## config.mk

```make
export PLATFORM = sky130hd
export DESIGN_NAME = on_chip_mem_write_flat
export DESIGN_NICKNAME = d
export VERILOG_FILES = /design/src/rtl/on_chip_mem_write_if.sv /design/src/rtl/on_chip_mem_write.sv /design/src/flat_wrapper.sv
export SDC_FILE = /design/constraint.sdc
export NUM_CORES = 1
export LEC_CHECK = 0
export CAP_MARGIN = 20
export CORE_ASPECT_RATIO = 0.5
export CORE_MARGIN = 8
export CORE_UTILIZATION = 40
export DETAILED_ROUTE_END_ITERATION = 10
export GPL_ROUTABILITY_DRIVEN = 0
export PLACE_DENSITY = 0.68
export SKIP_CTS_REPAIR_TIMING = 1
export SYNTH_ARGS = -nofsm -noshare
export SYNTH_HDL_FRONTEND = slang
export SYNTH_SLANG_ARGS = --single-unit
```

## constraint.sdc

```tcl
create_clock -name clk -period 2.5 [get_ports clk]
set_input_delay 0.25 -clock clk [delete_from_list [all_inputs] [get_ports clk]]
set_output_delay 0.25 -clock clk [all_outputs]
set_load 0.005 [all_outputs]
```

## src/rtl/on_chip_mem_write_if.sv

```systemverilog
// Write-side port of the on-chip sample memory.
interface on_chip_mem_write_if #(
    parameter int unsigned ADDR_W = 17,
    parameter int unsigned DATA_W = 12
);
    logic [ADDR_W-1:0] address_out;
    logic [DATA_W-1:0] writedata;
    logic              clk_en;
    logic              cs;
    logic              write;

    // Controller drives the port.
    modport master (
        output address_out,
        output writedata,
        output clk_en,
        output cs,
        output write
    );

    // Memory receives the port.
    modport slave (
        input address_out,
        input writedata,
        input clk_en,
        input cs,
        input write
    );
endinterface

```

## src/rtl/on_chip_mem_write.sv

```systemverilog
// Triggered ADC burst capture into the on-chip sample memory.
module on_chip_mem_write #(
    parameter int unsigned ADDR_W = 17,
    parameter int unsigned DATA_W = 12
) (
    input  logic              clk,
    input  logic              reset,
    input  logic              arm,
    input  logic              abort,
    input  logic              force_trig,
    input  logic              trig_rising,
    input  logic [DATA_W-1:0] threshold,
    input  logic [ADDR_W-1:0] capture_len,
    input  logic [DATA_W-1:0] sample,
    input  logic              sample_valid,
    on_chip_mem_write_if.master mem,
    output logic              busy,
    output logic              done,
    output logic [ADDR_W:0]   samples_written
);

    localparam int unsigned CNT_W = ADDR_W + 1;
    localparam logic [CNT_W-1:0] FULL_LEN = {1'b1, {ADDR_W{1'b0}}};

    typedef enum logic [1:0] {
        S_IDLE    = 2'd0,
        S_ARMED   = 2'd1,
        S_CAPTURE = 2'd2,
        S_DONE    = 2'd3
    } state_t;

    state_t            state;
    logic [CNT_W-1:0]  len_q;
    logic [DATA_W-1:0] prev_sample;
    logic              prev_valid;
    logic              trig_hit;
    logic [CNT_W-1:0]  sw_inc;

    // Memory clock is always enabled.
    assign mem.clk_en = 1'b1;

    // Edge trigger on the threshold crossing, or forced.
    always_comb begin
        trig_hit = 1'b0;
        if (force_trig) begin
            trig_hit = 1'b1;
        end else if (prev_valid) begin
            if (trig_rising) begin
                trig_hit = (prev_sample < threshold) && (sample >= threshold);
            end else begin
                trig_hit = (prev_sample > threshold) && (sample <= threshold);
            end
        end
    end

    assign sw_inc = samples_written + CNT_W'(1);

    // Capture FSM with registered memory port and status outputs.
    always_ff @(posedge clk or posedge reset) begin
        if (reset) begin
            state           <= S_IDLE;
            len_q           <= FULL_LEN;
            prev_sample     <= '0;
            prev_valid      <= 1'b0;
            samples_written <= '0;
            mem.address_out <= '0;
            mem.writedata   <= '0;
            mem.cs          <= 1'b0;
            mem.write       <= 1'b0;
            busy            <= 1'b0;
            done            <= 1'b0;
        end else begin
            mem.cs    <= 1'b0;
            mem.write <= 1'b0;
            if (abort) begin
                state      <= S_IDLE;
                prev_valid <= 1'b0;
                busy       <= 1'b0;
                done       <= 1'b0;
            end else begin
                case (state)
                    S_IDLE, S_DONE: begin
                        if (arm) begin
                            state           <= S_ARMED;
                            len_q           <= (capture_len == '0) ? FULL_LEN
                                                                   : {1'b0, capture_len};
                            samples_written <= '0;
                            prev_valid      <= 1'b0;
                            busy            <= 1'b1;
                            done            <= 1'b0;
                        end
                    end
                    S_ARMED: begin
                        if (sample_valid) begin
                            prev_sample <= sample;
                            prev_valid  <= 1'b1;
                            if (trig_hit) begin
                                mem.address_out <= '0;
                                mem.writedata   <= sample;
                                mem.cs          <= 1'b1;
                                mem.write       <= 1'b1;
                                samples_written <= CNT_W'(1);
                                if (len_q == CNT_W'(1)) begin
                                    state <= S_DONE;
                                    busy  <= 1'b0;
                                    done  <= 1'b1;
                                end else begin
                                    state <= S_CAPTURE;
                                end
                            end
                        end
                    end
                    S_CAPTURE: begin
                        if (sample_valid) begin
                            mem.address_out <= samples_written[ADDR_W-1:0];
                            mem.writedata   <= sample;
                            mem.cs          <= 1'b1;
                            mem.write       <= 1'b1;
                            samples_written <= sw_inc;
                            if (sw_inc == len_q) begin
                                state <= S_DONE;
                                busy  <= 1'b0;
                                done  <= 1'b1;
                            end
                        end
                    end
                    default: begin
                        state <= S_IDLE;
                        busy  <= 1'b0;
                        done  <= 1'b0;
                    end
                endcase
            end
        end
    end

endmodule
```

## src/flat_wrapper.sv

```systemverilog
// flat-port wrapper written by rule: the top's interface ports become plain ports
module on_chip_mem_write_flat 
#(
    parameter int unsigned ADDR_W = 17,
    parameter int unsigned DATA_W = 12
)
  (clk, reset, arm, abort, force_trig, trig_rising, threshold, capture_len, sample, sample_valid, busy, done, samples_written, mem_address_out, mem_writedata, mem_clk_en, mem_cs, mem_write);
  on_chip_mem_write_if #(.ADDR_W(ADDR_W), .DATA_W(DATA_W)) mem_i ();
  input  logic clk;
  input  logic reset;
  input  logic arm;
  input  logic abort;
  input  logic force_trig;
  input  logic trig_rising;
  input  logic [DATA_W-1:0] threshold;
  input  logic [ADDR_W-1:0] capture_len;
  input  logic [DATA_W-1:0] sample;
  input  logic sample_valid;
  output logic busy;
  output logic done;
  output logic [ADDR_W:0] samples_written;
  output wire logic [$bits(mem_i.address_out)-1:0] mem_address_out;
  output wire logic [$bits(mem_i.writedata)-1:0] mem_writedata;
  output wire logic [$bits(mem_i.clk_en)-1:0] mem_clk_en;
  output wire logic [$bits(mem_i.cs)-1:0] mem_cs;
  output wire logic [$bits(mem_i.write)-1:0] mem_write;
  assign mem_address_out = mem_i.address_out;
  assign mem_writedata = mem_i.writedata;
  assign mem_clk_en = mem_i.clk_en;
  assign mem_cs = mem_i.cs;
  assign mem_write = mem_i.write;
  on_chip_mem_write #(.ADDR_W(ADDR_W), .DATA_W(DATA_W)) u_core (.clk(clk), .reset(reset), .arm(arm), .abort(abort), .force_trig(force_trig), .trig_rising(trig_rising), .threshold(threshold), .capture_len(capture_len), .sample(sample), .sample_valid(sample_valid), .mem(mem_i), .busy(busy), .done(done), .samples_written(samples_written));
endmodule
```

==> run_results.csv <==
group,metric,value,unit
clock_tree,clkSlewWorstSetupHoldPaths,0.06,ns
synthesis,synth_enable_flop_cells,0,
synthesis,netlist.top_cell.by_area,"sky130_fd_sc_hd__dfrtp_1",
clock_tree,cts.path.max_buffers,2,
grt,via_count_of_the_first_global_routing_pass,4285,
pwr,fin_total_pwr,6160,uW
detailed_routing,vias_per_cell,5.30,
sta,drv_slew,0,
sta,fin_worst_skew,0.00615,ns
job,max_cap_violations,0,
placed_design,buffer_ports.inserted,98,
worst_setup_path,worst-path-max-fanout,6,
placed_design,placed_cells,798,
worst_setup_path,timing_worst_setup_path_type,"in -> reg",
detailed_routing,met2WireLength,6520,um
synthesis,synth_top_cells_by_area,"sky130_fd_sc_hd__dfrtp_1 43%, sky130_fd_sc_hd__ha_1 7.1%, sky130_fd_sc_hd__mux2_2 6.1%",
grt,global_route.overflow_total,0,
floorplanning,dieHeight,93.4,um
sta,finalWorstPathRequiredPeriod,2.72,ns
cells_and_area,antennaDiodeCount,0,
detailed_routing,wirelength_met1,6600,um
floorplanning,floorplan.initialDensity,40.8,%
pwr,leakage,0.00315,uW
sta,final_critical_path_setup_slack,-0.222,ns
worst_setup_path,critPathRequiredTime,2.73,ns
detailed_routing,route.top_layer_used,"met4",
synthesis,yosys.cell_types.count,58,
detailed_routing,wl_per_cell,17.2,um
sta,hold_slack,0.277,ns
synthesis,number_of_instances_in_the_synthesized_netlist,497,
synthesis,post_synth_top_area_share,42.8,%
placed_design,dpl.hpwl,10000,um
detailed_routing,drt_first_pass_iters,4,
detailed_routing,dr.first_iter.drc_count,246,
cells_and_area,commonest_cells_after_routing_fill_and_taps_aside,"97 x sky130_fd_sc_hd__clkdlybuf4s50_1, 80 x sky130_fd_sc_hd__dfrtp_1, 59 x sky130_fd_sc_hd__buf_4",
floorplanning,row_count,28,
detailed_routing,remaining_drc_errors,0,
synthesis,synth-seq-cells,83,
clock_tree,cts_root_buffer,"sky130_fd_sc_hd__clkbuf_16",
clock_tree,cts_tree,"yes",
sta,grt_setup_unrepaired,"yes",
clock_tree,clock_sink_count,83,
outcome,failed_checks,"negative setup slack",
worst_setup_path,signal_arrival_time_at_the_worst_endpoint,2.95,ns
detailed_routing,via_count,4354,
clock_tree,cts-htree-levels,3,
floorplanning,ios,100,
sta,worst_pin_slew,0.658,ns
pwr,power_density_over_the_cells,854,nW/um^2
synthesis,seq_area_frac_synth,43.4,%
grt,maximum_number_of_pins_on_one_net_before_global_route_repair,32,
cells_and_area,layout.area.seq,2080,sq um
floorplanning,die_w,171,um
worst_setup_path,critPathCaptureType,"register",
cells_and_area,nFillCells,991,
sta,maxSlewHeadroom,56.0,%
clock_tree,tritoncts.num_buffers,9,
pwr,vdd_ir_drop_max,0.340,mV
cells_and_area,area_growth,50.5,%
cells_and_area,layout_commonest_cell,"sky130_fd_sc_hd__clkdlybuf4s50_1",
sta,layout_worst_path_cycle_share,109,%
cells_and_area,utilization,61.4,%
cells_and_area,final-instance-count-excl-fill,822,
synthesis,async_flop_share,100,%
cells_and_area,nNetsFinal,727,
detailed_routing,antenna_left,0,
synthesis,syn-cell-area,4790,sq um
cells_and_area,multi_input_area,2890,sq um
clock_tree,worst_skew_pair.late_latency,0.34,ns
detailed_routing,routed-wl-met3,826,um
grt,grt_antenna_before_repair,0,
synthesis,synth.avg_cell_area,9.64,sq um
outcome,status,"finished with violations",
worst_setup_path,critPathLaunchType,"input pin",
synthesis,synth_nets,572,
min_path,worst_hold_path_type,"in -> async",
floorplanning,die_area,15900,sq um
detailed_routing,wl,14100,um
grt,grt_pass1_wl,21600,um
synthesis,synth.yosys.warnings,0,
grt,grt.total_usage,16.9,%
sta,hold_violations,0,
floorplanning,core-area,11700,sq um
cells_and_area,post_route_cells_drive_above_1_share,30.0,%
sta,timing.fmax,0.367,GHz
sta,final-setup-viol-count,47,
synthesis,synth_flop_cell,"sky130_fd_sc_hd__dfrtp_1",
per-layer routing:
layer,GRT usage (%),vias to the layer above
li1,-,2089
met1,23.1,2118
met2,26.2,134
met3,4.16,13
met4,4.71,0
met5,0,-
final cells by class:
| cell class | instances | share of cell area (%) |
|---|---|---|
| multi-input cells | 361 | 40.0 |
| repair buffers | 171 | 23.3 |
| clock inverters | 3 | 0.208 |
| inverters | 26 | 1.37 |
| clock buffers | 13 | 3.33 |
| well taps | 165 | 2.86 |
| flip-flops and latches | 83 | 28.9 |
power breakdown:
part	switching [uW]	leakage (uW)	internal, uW
Clock	519	0.000127	669
Combinational	1260	0.00195	1590
Sequential	346	0.00107	1770
through the flow:
stage	instance area (sq um)	setup TNS, ns	setup WS, ns
6_report	7210	-7.20	-0.222
5_1_grt	7210	-12.04	-0.319
4_1_cts	6670	-6.50	-0.247
3_5_place_dp	6410	-24.30	-0.594
3_3_place_gp	6410	-21.61	-0.508
2_1_floorplan	4810	0	0.00579
final timing paths:
path                                                start                        end  slack, ns  cells past startpoint
min in group clk                u_core.mem.address_out[0]  u_core.mem.address_out[0]       0.48                      2
worst min register to register  u_core.mem.address_out[0]  u_core.mem.address_out[0]       0.48                      2
worst min-delay path                                reset    u_core.mem.writedata[2]       0.28                      2
worst max-delay path                         threshold[9]    u_core.mem.writedata[2]      -0.22                     11
worst max register to register      u_core.prev_sample[1]    u_core.mem.writedata[2]      -0.16                      9
max in group asynchronous                           reset            u_core.len_q[3]       1.62                      3
cells by family (layout without fill, tap and decap cells):
| group | count (synthesis) | after routing | synth area share (%) |
|---|---|---|---|
| xor+xnor | 26 | 26 | 4.75 |
| flops | 83 | 83 | 43.4 |
| buf+inv | 53 | 213 | 4.57 |
| mux | 30 | 30 | 7.05 |
| simple gates | 154 | 154 | 17.0 |
| compound gates | 123 | 123 | 16.1 |
| other cells | 1 | 1 | 0.0783 |
| fa+ha+maj | 27 | 27 | 7.05 |
synth_stat cells (6+ instances only):
master / count
sky130_fd_sc_hd__dfrtp_1: 82
sky130_fd_sc_hd__nand2_1: 55
sky130_fd_sc_hd__o21ai_0: 47
sky130_fd_sc_hd__a21oi_1: 29
sky130_fd_sc_hd__ha_1: 27
sky130_fd_sc_hd__inv_1: 26
sky130_fd_sc_hd__mux2_2: 26
sky130_fd_sc_hd__nor2_1: 22
sky130_fd_sc_hd__clkbuf_1: 15
sky130_fd_sc_hd__xor2_1: 14
sky130_fd_sc_hd__nand3_1: 12
sky130_fd_sc_hd__xnor2_1: 12
sky130_fd_sc_hd__buf_2: 10
sky130_fd_sc_hd__nor4_1: 10
sky130_fd_sc_hd__a22o_1: 9
sky130_fd_sc_hd__nand4_1: 9
sky130_fd_sc_hd__nor3_1: 9
sky130_fd_sc_hd__o31ai_1: 8
sky130_fd_sc_hd__nand2b_1: 6
sky130_fd_sc_hd__o21ai_1: 6
worst max-delay path, stage by stage:
cell and delay [ns]:
sky130_fd_sc_hd__clkdlybuf4s50_1 0.48, sky130_fd_sc_hd__inv_1 0.09, sky130_fd_sc_hd__ha_1 0.32, sky130_fd_sc_hd__a21oi_1 0.22, sky130_fd_sc_hd__o21ai_2 0.12, sky130_fd_sc_hd__o21ai_1 0.17
sky130_fd_sc_hd__a21oi_2 0.07, sky130_fd_sc_hd__or3_4 0.38, sky130_fd_sc_hd__a211o_4 0.39, sky130_fd_sc_hd__buf_12 0.16, sky130_fd_sc_hd__mux2_4 0.29
sequential cells by signal, summed over array words and instances, names as in the netlist:
name	flops
u_core.done	1
u_core.samples_written	18
u_core.mem.write	1
u_core.len_q	18
u_core.prev_valid	1
u_core.busy	1
u_core.mem.writedata	12
u_core.mem.address_out	17
u_core.state	2
u_core.prev_sample	12
No activity file was read; power rests on OpenSTA's default activity.
